===== config.mk =====
export PLATFORM = sky130hd
export DESIGN_NAME = video_frame_capture
export DESIGN_NICKNAME = d
export VERILOG_FILES = /design/src/rtl/vip_pkg.sv /design/src/rtl/rgb24_word_packer.sv /design/src/rtl/video_frame_capture.sv
export SDC_FILE = /design/constraint.sdc
export NUM_CORES = 1
export LEC_CHECK = 0
export ABC_AREA = 1
export CORE_MARGIN = 4
export CORE_UTILIZATION = 49
export DETAILED_ROUTE_END_ITERATION = 10
export PLACE_DENSITY = 0.8
export SLEW_MARGIN = 30
export SYNTH_ARGS = -nofsm -noshare
export SYNTH_HDL_FRONTEND = slang
export SYNTH_SLANG_ARGS = --single-unit

===== constraint.sdc =====
create_clock -name sys_clk -period 1.75 [get_ports sys_clk]
set_input_delay 0.35 -clock sys_clk [delete_from_list [all_inputs] [get_ports sys_clk]]
set_output_delay 0.35 -clock sys_clk [all_outputs]
set_load 0.005 [all_outputs]

===== src/rtl/vip_pkg.sv =====
// Shared types and constants for the video capture path.
package vip_pkg;

  localparam int unsigned DEF_HDISP = 640;
  localparam int unsigned DEF_VDISP = 480;
  localparam int unsigned BYTE_W    = 8;
  localparam int unsigned PIX_BYTES = 3;
  localparam int unsigned PIX_W     = BYTE_W * PIX_BYTES;
  localparam int unsigned WORD_W    = 32;
  localparam int unsigned POS_W     = 11;

  typedef enum logic [2:0] {
    IDLE   = 3'd0,
    ARMED  = 3'd1,
    ACTIVE = 3'd2,
    FLUSH  = 3'd3,
    DONE   = 3'd4
  } cap_state_e;

endpackage


===== src/rtl/rgb24_word_packer.sv =====
// Packs 3-byte pixels into a little-endian 32-bit word stream; holds up to 3 residual bytes.
module rgb24_word_packer
  import vip_pkg::*;
(
  input  logic              clk,
  input  logic              rst_n,
  input  logic              clear_i,
  input  logic              pix_valid_i,
  input  logic [PIX_W-1:0]  pix_i,
  input  logic              flush_i,
  output logic              word_valid_c,
  output logic [WORD_W-1:0] word_c
);

  localparam int unsigned CAT_W = WORD_W + PIX_W;

  logic [PIX_W-1:0] acc_q, acc_d;
  logic [1:0]       cnt_q, cnt_d;
  logic [PIX_W-1:0] pix_le;
  logic [CAT_W-1:0] cat;

  // Append the pixel's bytes above the residual bytes and emit a word once 4 are held.
  always_comb begin
    acc_d        = acc_q;
    cnt_d        = cnt_q;
    word_valid_c = 1'b0;
    word_c       = '0;
    // bits [23:16] are the first byte in memory, so they land lowest in the word
    pix_le = {pix_i[7:0], pix_i[15:8], pix_i[23:16]};
    cat    = CAT_W'(acc_q) | (CAT_W'(pix_le) << {cnt_q, 3'b000});
    if (clear_i) begin
      acc_d = '0;
      cnt_d = '0;
    end else if (pix_valid_i) begin
      if (cnt_q != 2'd0) begin
        word_valid_c = 1'b1;
        word_c       = cat[WORD_W-1:0];
        acc_d        = cat[CAT_W-1:WORD_W];
        cnt_d        = 2'(cnt_q - 2'd1);
      end else begin
        acc_d = cat[PIX_W-1:0];
        cnt_d = 2'd3;
      end
    end else if (flush_i) begin
      // residual bytes go out zero-padded; upper bits of acc_q are always zero
      word_valid_c = (cnt_q != 2'd0);
      word_c       = WORD_W'(acc_q);
      acc_d        = '0;
      cnt_d        = '0;
    end
  end

  // Residual byte and phase registers.
  always_ff @(posedge clk or negedge rst_n) begin
    if (!rst_n) begin
      acc_q <= '0;
      cnt_q <= '0;
    end else begin
      acc_q <= acc_d;
      cnt_q <= cnt_d;
    end
  end

endmodule


===== src/rtl/video_frame_capture.sv =====
// Captures one video frame into word memory as a packed 3-byte-per-pixel stream.
module video_frame_capture
  import vip_pkg::*;
#(
  parameter int unsigned IMG_HDISP = DEF_HDISP,
  parameter int unsigned IMG_VDISP = DEF_VDISP,
  parameter int unsigned ADDR_W    = 18,
  parameter int unsigned BASE_ADDR = 0
) (
  input  logic              sys_clk,
  input  logic              sys_rst_n,
  input  logic              per_frame_vsync,
  input  logic              per_frame_href,
  input  logic              per_frame_clken,
  input  logic [PIX_W-1:0]  pix_data_in,
  input  logic              cap_start,
  input  logic              cap_continuous,
  output logic              wr_en,
  output logic [ADDR_W-1:0] wr_addr,
  output logic [WORD_W-1:0] wr_data,
  output logic [POS_W-1:0]  x_pos,
  output logic [POS_W-1:0]  y_pos,
  output logic              cap_busy,
  output logic              frame_done,
  output logic              line_err,
  output logic              frame_err
);

  localparam logic [POS_W-1:0]  H_END     = POS_W'(IMG_HDISP);
  localparam logic [POS_W-1:0]  V_END     = POS_W'(IMG_VDISP);
  localparam logic [POS_W-1:0]  POS_MAX   = '1;
  localparam logic [ADDR_W-1:0] ADDR_BASE = ADDR_W'(BASE_ADDR);

  cap_state_e        state_q, state_d;
  logic              vsync_q, href_q;
  logic [POS_W-1:0]  x_q, x_d, y_q, y_d;
  logic [ADDR_W-1:0] addr_q, addr_d, wr_addr_q, wr_addr_d;
  logic [WORD_W-1:0] wr_data_q, wr_data_d;
  logic              wr_en_q, wr_en_d;
  logic              line_err_q, line_err_d, frame_err_q, frame_err_d;
  logic              frame_done_q, frame_done_d, cap_busy_q, cap_busy_d;
  logic              clear_frame, pk_valid, pk_flush, pk_word_valid;
  logic [WORD_W-1:0] pk_word;
  logic              vs_rise, vs_fall, href_fall, pix_acc;

  assign vs_rise   = ~vsync_q & per_frame_vsync;
  assign vs_fall   = vsync_q & ~per_frame_vsync;
  assign href_fall = href_q & ~per_frame_href;
  assign pix_acc   = per_frame_href & per_frame_clken;

  rgb24_word_packer u_packer (
    .clk          (sys_clk),
    .rst_n        (sys_rst_n),
    .clear_i      (clear_frame),
    .pix_valid_i  (pk_valid),
    .pix_i        (pix_data_in),
    .flush_i      (pk_flush),
    .word_valid_c (pk_word_valid),
    .word_c       (pk_word)
  );

  // Capture FSM: frame boundaries, pixel position and geometry checks.
  always_comb begin
    state_d     = state_q;
    x_d         = x_q;
    y_d         = y_q;
    line_err_d  = line_err_q;
    frame_err_d = frame_err_q;
    clear_frame = 1'b0;
    pk_valid    = 1'b0;
    pk_flush    = 1'b0;
    unique case (state_q)
      IDLE: begin
        if (cap_start) begin
          state_d     = ARMED;
          clear_frame = 1'b1;
          line_err_d  = 1'b0;
          frame_err_d = 1'b0;
        end
      end
      ARMED: begin
        // every frame restarts at BASE_ADDR so continuous mode refills the same buffer
        if (vs_rise) begin
          state_d     = ACTIVE;
          clear_frame = 1'b1;
        end
      end
      ACTIVE: begin
        if (pix_acc) begin
          if (x_q >= H_END) line_err_d = 1'b1;
          if (y_q >= V_END) frame_err_d = 1'b1;
          pk_valid = (x_q < H_END) && (y_q < V_END);
          if (x_q != POS_MAX) x_d = x_q + POS_W'(1);
        end
        if (href_fall) begin
          if (x_q != H_END) line_err_d = 1'b1;
          if ((x_q != '0) && (y_q != POS_MAX)) y_d = y_q + POS_W'(1);
          x_d = '0;
        end
        if (vs_fall) state_d = FLUSH;
      end
      FLUSH: begin
        pk_flush = 1'b1;
        if (y_q != V_END) frame_err_d = 1'b1;
        state_d = DONE;
      end
      DONE: begin
        state_d = cap_continuous ? ARMED : IDLE;
      end
      default: begin
        state_d = IDLE;
      end
    endcase
    if (clear_frame) begin
      x_d = '0;
      y_d = '0;
    end
    frame_done_d = (state_d == DONE);
    cap_busy_d   = (state_d == ARMED) || (state_d == ACTIVE) || (state_d == FLUSH);
  end

  // Write port: register packer words with their address and advance the address.
  always_comb begin
    addr_d    = addr_q;
    wr_en_d   = pk_word_valid;
    wr_addr_d = wr_addr_q;
    wr_data_d = wr_data_q;
    if (clear_frame) begin
      addr_d = ADDR_BASE;
    end else if (pk_word_valid) begin
      addr_d    = addr_q + ADDR_W'(1);
      wr_addr_d = addr_q;
      wr_data_d = pk_word;
    end
  end

  // State and output registers.
  always_ff @(posedge sys_clk or negedge sys_rst_n) begin
    if (!sys_rst_n) begin
      state_q      <= IDLE;
      vsync_q      <= 1'b0;
      href_q       <= 1'b0;
      x_q          <= '0;
      y_q          <= '0;
      addr_q       <= ADDR_BASE;
      wr_addr_q    <= ADDR_BASE;
      wr_data_q    <= '0;
      wr_en_q      <= 1'b0;
      line_err_q   <= 1'b0;
      frame_err_q  <= 1'b0;
      frame_done_q <= 1'b0;
      cap_busy_q   <= 1'b0;
    end else begin
      state_q      <= state_d;
      vsync_q      <= per_frame_vsync;
      href_q       <= per_frame_href;
      x_q          <= x_d;
      y_q          <= y_d;
      addr_q       <= addr_d;
      wr_addr_q    <= wr_addr_d;
      wr_data_q    <= wr_data_d;
      wr_en_q      <= wr_en_d;
      line_err_q   <= line_err_d;
      frame_err_q  <= frame_err_d;
      frame_done_q <= frame_done_d;
      cap_busy_q   <= cap_busy_d;
    end
  end

  assign wr_en      = wr_en_q;
  assign wr_addr    = wr_addr_q;
  assign wr_data    = wr_data_q;
  assign x_pos      = x_q;
  assign y_pos      = y_q;
  assign cap_busy   = cap_busy_q;
  assign frame_done = frame_done_q;
  assign line_err   = line_err_q;
  assign frame_err  = frame_err_q;

endmodule


After elaboration in Yosys (flattened, before gate mapping)

Index checks and enable logic that the tools add are counted.
Widths: inputs -> output; s select.

Register bits: 126

Order comparisons: 4
Reduce and logical (&&, ||, !) cells: 21
Eq/ne operators: 16
Bitwise logic cells: 9
Shifts and indexed selects: 1
Multiplexer cells: 47
$add $sub $neg: 4

Operators with widths:

| cell                  | number |
|---|---|
| $mux 24               | 5 |
| $mux 11               | 9 |
| $mux 32               | 2 |
| $or 24x56->56         | 1 |
| $shl 24x5->56         | 1 |
| $mux 18               | 2 |
| $add 11x1->11 const B | 2 |
| $ne 11x11->1 const B  | 2 |
| $add 18x1->18 const B | 1 |
| $mux 1                | 18 |
| $pmux 3 s5            | 1 |
| $eq 3x2->1 const B    | 4 |
| $reduce_bool 2->1     | 6 |
| $reduce_bool 3->1     | 4 |
| $ge 11x10->1 const B  | 1 |
| $ge 11x9->1 const B   | 1 |
| $lt 11x10->1 const B  | 1 |
| $lt 11x9->1 const B   | 1 |
| $ne 11x10->1 const B  | 1 |
| $ne 11x9->1 const B   | 1 |
| $reduce_bool 11->1    | 1 |
| $mux 3                | 3 |
| $mux 2                | 4 |
| $ne 2x2->1 const B    | 4 |
| 13 further kinds      | 26 |

Logic depth before layout (Yosys ltp)

Depth after elaboration: 8
Depth in mapped cells: 12
Depth with buffers taken out: 10

Modules after synthesis

Synthesis repeated with hierarchy kept, for this count alone.

Cells, all modules: 1,023
Area total of the unflattened synthesis: 7,337.0 sq um

By module, submodules not included:

| module              | times used | area each (sq um) | cells an instance |
|---|---|---|---|
| video_frame_capture | 1          | 4,911.0           | 618 |
| rgb24_word_packer   | 1          | 2,426.1           | 405 |

Worst setup path after synthesis

OpenSTA, ideal clock, no wires.

Kind: register to register
Start: register u_packer.cnt_q[1]
End: register wr_data_q[16], in the netlist wr_data[16]
Path buffers: 4
Clock period less this slack: 1,932 ps
Setup time: 117 ps
Setup slack: -182 ps
Stages on the path, launching flop included: 12
Arrival time: 1,816 ps
Cell sequence: dfrtp_1 > clkbuf_1 > inv_1 > clkbuf_1 > ha_1 > clkbuf_1 > nor2_2 > buf_2 > nand2_1 > nand2_1 > nand2_1 > nand2_1

Cells in the longest elaborated chain, start to end: 5
Elaborated cells between the ends (all ways): 10
Classes of those cells: shift: 1; mux: 6; bitwise: 1; reduce/logical: 2

Ends and longest elaborated chain:

| element                                               | line                       | source |
|---|---|---|
| start: declaration                                    | rgb24_word_packer.sv:18    | `logic [1:0] cnt_q, cnt_d;` |
| start signal: assignment                              | rgb24_word_packer.sv:60    | `cnt_q <= cnt_d;` |
| branches (longest 5 deep; another with $shl 24x5->56) | --                         |  |
| end signal: assignment                                | video_frame_capture.sv:161 | `wr_data_q <= wr_data_d;` |
| end: declaration                                      | video_frame_capture.sv:38  | `logic [WORD_W-1:0] wr_data_q, wr_data_d;` |

Parallel ways; which one is timed is not known.
A chain may end at the register's enable or synchronous reset.

Final worst setup path

Start: register y_q[3], in the netlist y_pos[3]
End: output y_pos[3]

RTL lines:

| element                  | line                       | source |
|---|---|---|
| start: declaration       | video_frame_capture.sv:36  | `logic [POS_W-1:0] x_q, x_d, y_q, y_d;` |
| start signal: assignment | video_frame_capture.sv:158 | `y_q <= y_d;` |
| end: declaration         | video_frame_capture.sv:22  | `output logic [POS_W-1:0] y_pos,` |

No word-level cell between the ends.

==> flow_summary.ini <==
[run_status]
status = finished clean

[routing]
viasPerCell = 5.412
dr.first_iter.drc_count = 648
routedWlPerCell_microns = 15.12
drc = 0
detail-route-antenna-nets = 0
vias = 7133
firstDrtPassIters = 7
wl_microns = 19920

[logic_synthesis]
synth_area_sq_um = 6978
synth_edf_count = 0
yosysWarnings = 0
syn_avg_cell_area_sq_um = 7.276
ys.flop_type = dfrtp_1
syn_nets = 996
yosysUniqueCellTypes = 33
yosysMostFrequentCell = nand2_1
synth_area_leaders = dfrtp_1, nand2_1, nand3_1, o21ai_0, inv_1
synth.largest_area_cell = dfrtp_1
synth_common_cells = nand2_1, dfrtp_1, nand3_1
syn_inst = 959
synth_top_area_share_pct = 45.19
async_flop_share_pct = 100.0
ys_seq_area_share_pct = 45.19
yosys_register_bits = 126

[cts]
cts.path.max_buffers = 2
root_buffer = clkbuf_16
cts_tree = done
cts_buffers = 17
worstSkewPairLatency_ps = 430
cts_sinks = 126
path_clk_slew_ps = 60
cts_max_level = 4

[floorplanning]
die_h_microns = 127.3
core_area_sq_um = 13930
rows = 43
initial_core_util_pct = 50.08
ios = 108
die_w_microns = 127.3
die-area_sq_um = 16210

[critical_path]
worst_setup_path_start_kind = flop
crit_required_ps = 1400
worstPathMaxFanout = 5
cp_num_buf_inv = 1
cp_top_family = buffers and inverters
worst_ep_arrival_time_ps = 1370
cp_slowest_cell = clkdlybuf4s50_1
worstSetupPathType = reg -> out
end_kind = primary output
slowest_delay_ps = 530
crit_chain = clkdlybuf4s50_1

[timing]
min_period_ps = 1716
final.setup.worst_slack_ps = 33.62
period_share_pct = 98.08
tns_ps = 0
worstMarginPinSlew_ps = 538.8
setup_viol = 0
rsz0062_at_grt = yes
fmax_mhz = 582.6
relSlewSlack_pct = 64.04
hold_viol_final = 0
clock_skew_ps = 10.56
slew_viol_final = 0

[placement]
dp.cells = 1264
dp_hpwl_microns = 13330
dpl_worst_slack_ps = -169.7
port_buffers = 107
gp_congestion = 0.9128

[global_routing]
grt_busiest_layer = met2
use_met2_pct = 38.80
grt_max_degree = 52
grt_pass1_vias = 6757
grt_use_total_pct = 24.26
antenna_found_initial = 0
grt-ovfl-total = 0
grt_util_met1_pct = 32.33
grt_pass1_wl_microns = 32010
grt_use_met3_pct = 4.766

[final_layout]
final-seq-area_sq_um = 3161
utilization_pct = 69.99
multiInputGateArea_sq_um = 3420
instances_no_fill = 1318
finalNetCount = 1162
antenna_cells = 0
nFillCells = 1062
area_growth_pct = 39.77
drive_gt1_share_pct = 15.20

[min_path]
holdCritPathClass = in -> async

[power]
cellPowerDensity_nw_per_um2 = 1241
leakage_nw = 4.779
totalPowerFinal_mw = 12.11
peakVddDrop_uv = 745.2

[job]
drv_cap = 0
layout make-up:
| cell class | count | area share (%) |
|---|---|---|
| multi-input combinational | 703 | 35.06 |
| sequential | 126 | 32.41 |
| timing repair buffer | 194 | 20.12 |
| clock buffer | 19 | 4.644 |
| inverter | 83 | 3.310 |
| tap | 180 | 2.309 |
| clock inverter | 13 | 2.155 |
kinds of logic after synthesis:
family                   after synthesis  synth area share (%)
AND/OR/NAND/NOR                      537                 32.33
flip-flops                           126                 45.19
buffers and inverters                131                 7.818
XOR/XNOR                              22                 2.761
AO/OA/AOI/OAI                        137                 10.83
adder cells (fa/ha/maj)                6                 1.076
metrics by stage:
| step | area, sq um | hold WS, ps |
|---|---|---|
| finish | 9753 | 474.0 |
| global route | 9753 | 505.6 |
| CTS | 9403 | 479.5 |
| detailed placement | 8688 | 372.1 |
| global placement | 8688 | 372.7 |
| floorplan | 6998 | 54.41 |
where the power goes:
group	internal [mW]	total [mW]	switching (mW)
registers	3.24	3.44	0.202
clock network	2.61	3.95	1.35
logic	1.81	4.72	2.90
repair_timing:
action	CTS	global route
pin swaps	0	8
gates resized for setup	13	49
setup buffers	5	12
gates cloned	0	4
endpoints found under the hold margin	95	0
setup endpoints to repair	14	98
hold buffers	1	0
flip-flops by register name (all words and copies together) (netlist names), 2 cells and up:
name            cells
wr_data            32
u_packer.acc_q     24
addr_q             18
wr_addr            18
x_pos              11
y_pos              11
state_q             3
u_packer.cnt_q      2
worst register-to-register path: stages (launching register included):
cell and delay, ps:
dfrtp_1 400, inv_2 90, nand2_2 80, a21oi_4 180, nand3_4 110, buf_4 170
nand2_8 80, nand2_8 90, buf_12 180, nand3_1 110, nand2_1 80
path summary, 6_finish.rpt:
path                                         from                             to  slack (ps)  cells past startpoint
setup / recovery             y_pos[3]$_DFFE_PN0P_                       y_pos[3]          30                      1
hold / removal                          sys_rst_n         addr_q[12]$_DFFE_PN0P_         470                      3
setup reg to reg             x_pos[8]$_DFFE_PN0P_         addr_q[15]$_DFFE_PN0P_          70                     10
min in group sys_clk       wr_addr[9]$_DFFE_PN0P_         wr_addr[9]$_DFFE_PN0P_         480                      2
max in group asynchronous               sys_rst_n  u_packer.acc_q[4]$_DFFE_PN0P_         910                      3
hold reg to reg            wr_addr[9]$_DFFE_PN0P_         wr_addr[9]$_DFFE_PN0P_         480                      2
routing by layer:
metal  up-vias  routed length [microns]
li1       3436                        -
met1      3359                     8320
met2       305                     9766
met3        33                     1430
met4         0                      406
met5         -                        0
layout by cell type, fill, tap and decap left out, types with 7 or more instances in the layout:
| cell type | Yosys | layout |
|---|---|---|
| o22ai_1 | 29 | 29 |
| clkdlybuf4s50_1 | 0 | 94 |
| nor3_1 | 10 | 9 |
| dlygate4sd2_1 | 0 | 7 |
| o211ai_1 | 7 | 7 |
| nor2_1 | 69 | 65 |
| nand2_2 | 12 | 10 |
| xor2_1 | 17 | 17 |
| nand3_1 | 93 | 93 |
| buf_4 | 2 | 66 |
| clkbuf_16 | 0 | 20 |
| nand2_1 | 331 | 330 |
| inv_1 | 76 | 73 |
| o21ai_0 | 79 | 72 |
| buf_12 | 0 | 13 |
| o21ai_1 | 10 | 12 |
| nand4_1 | 7 | 7 |
| dfrtp_1 | 126 | 120 |
(Power assumes the default switching activity.)
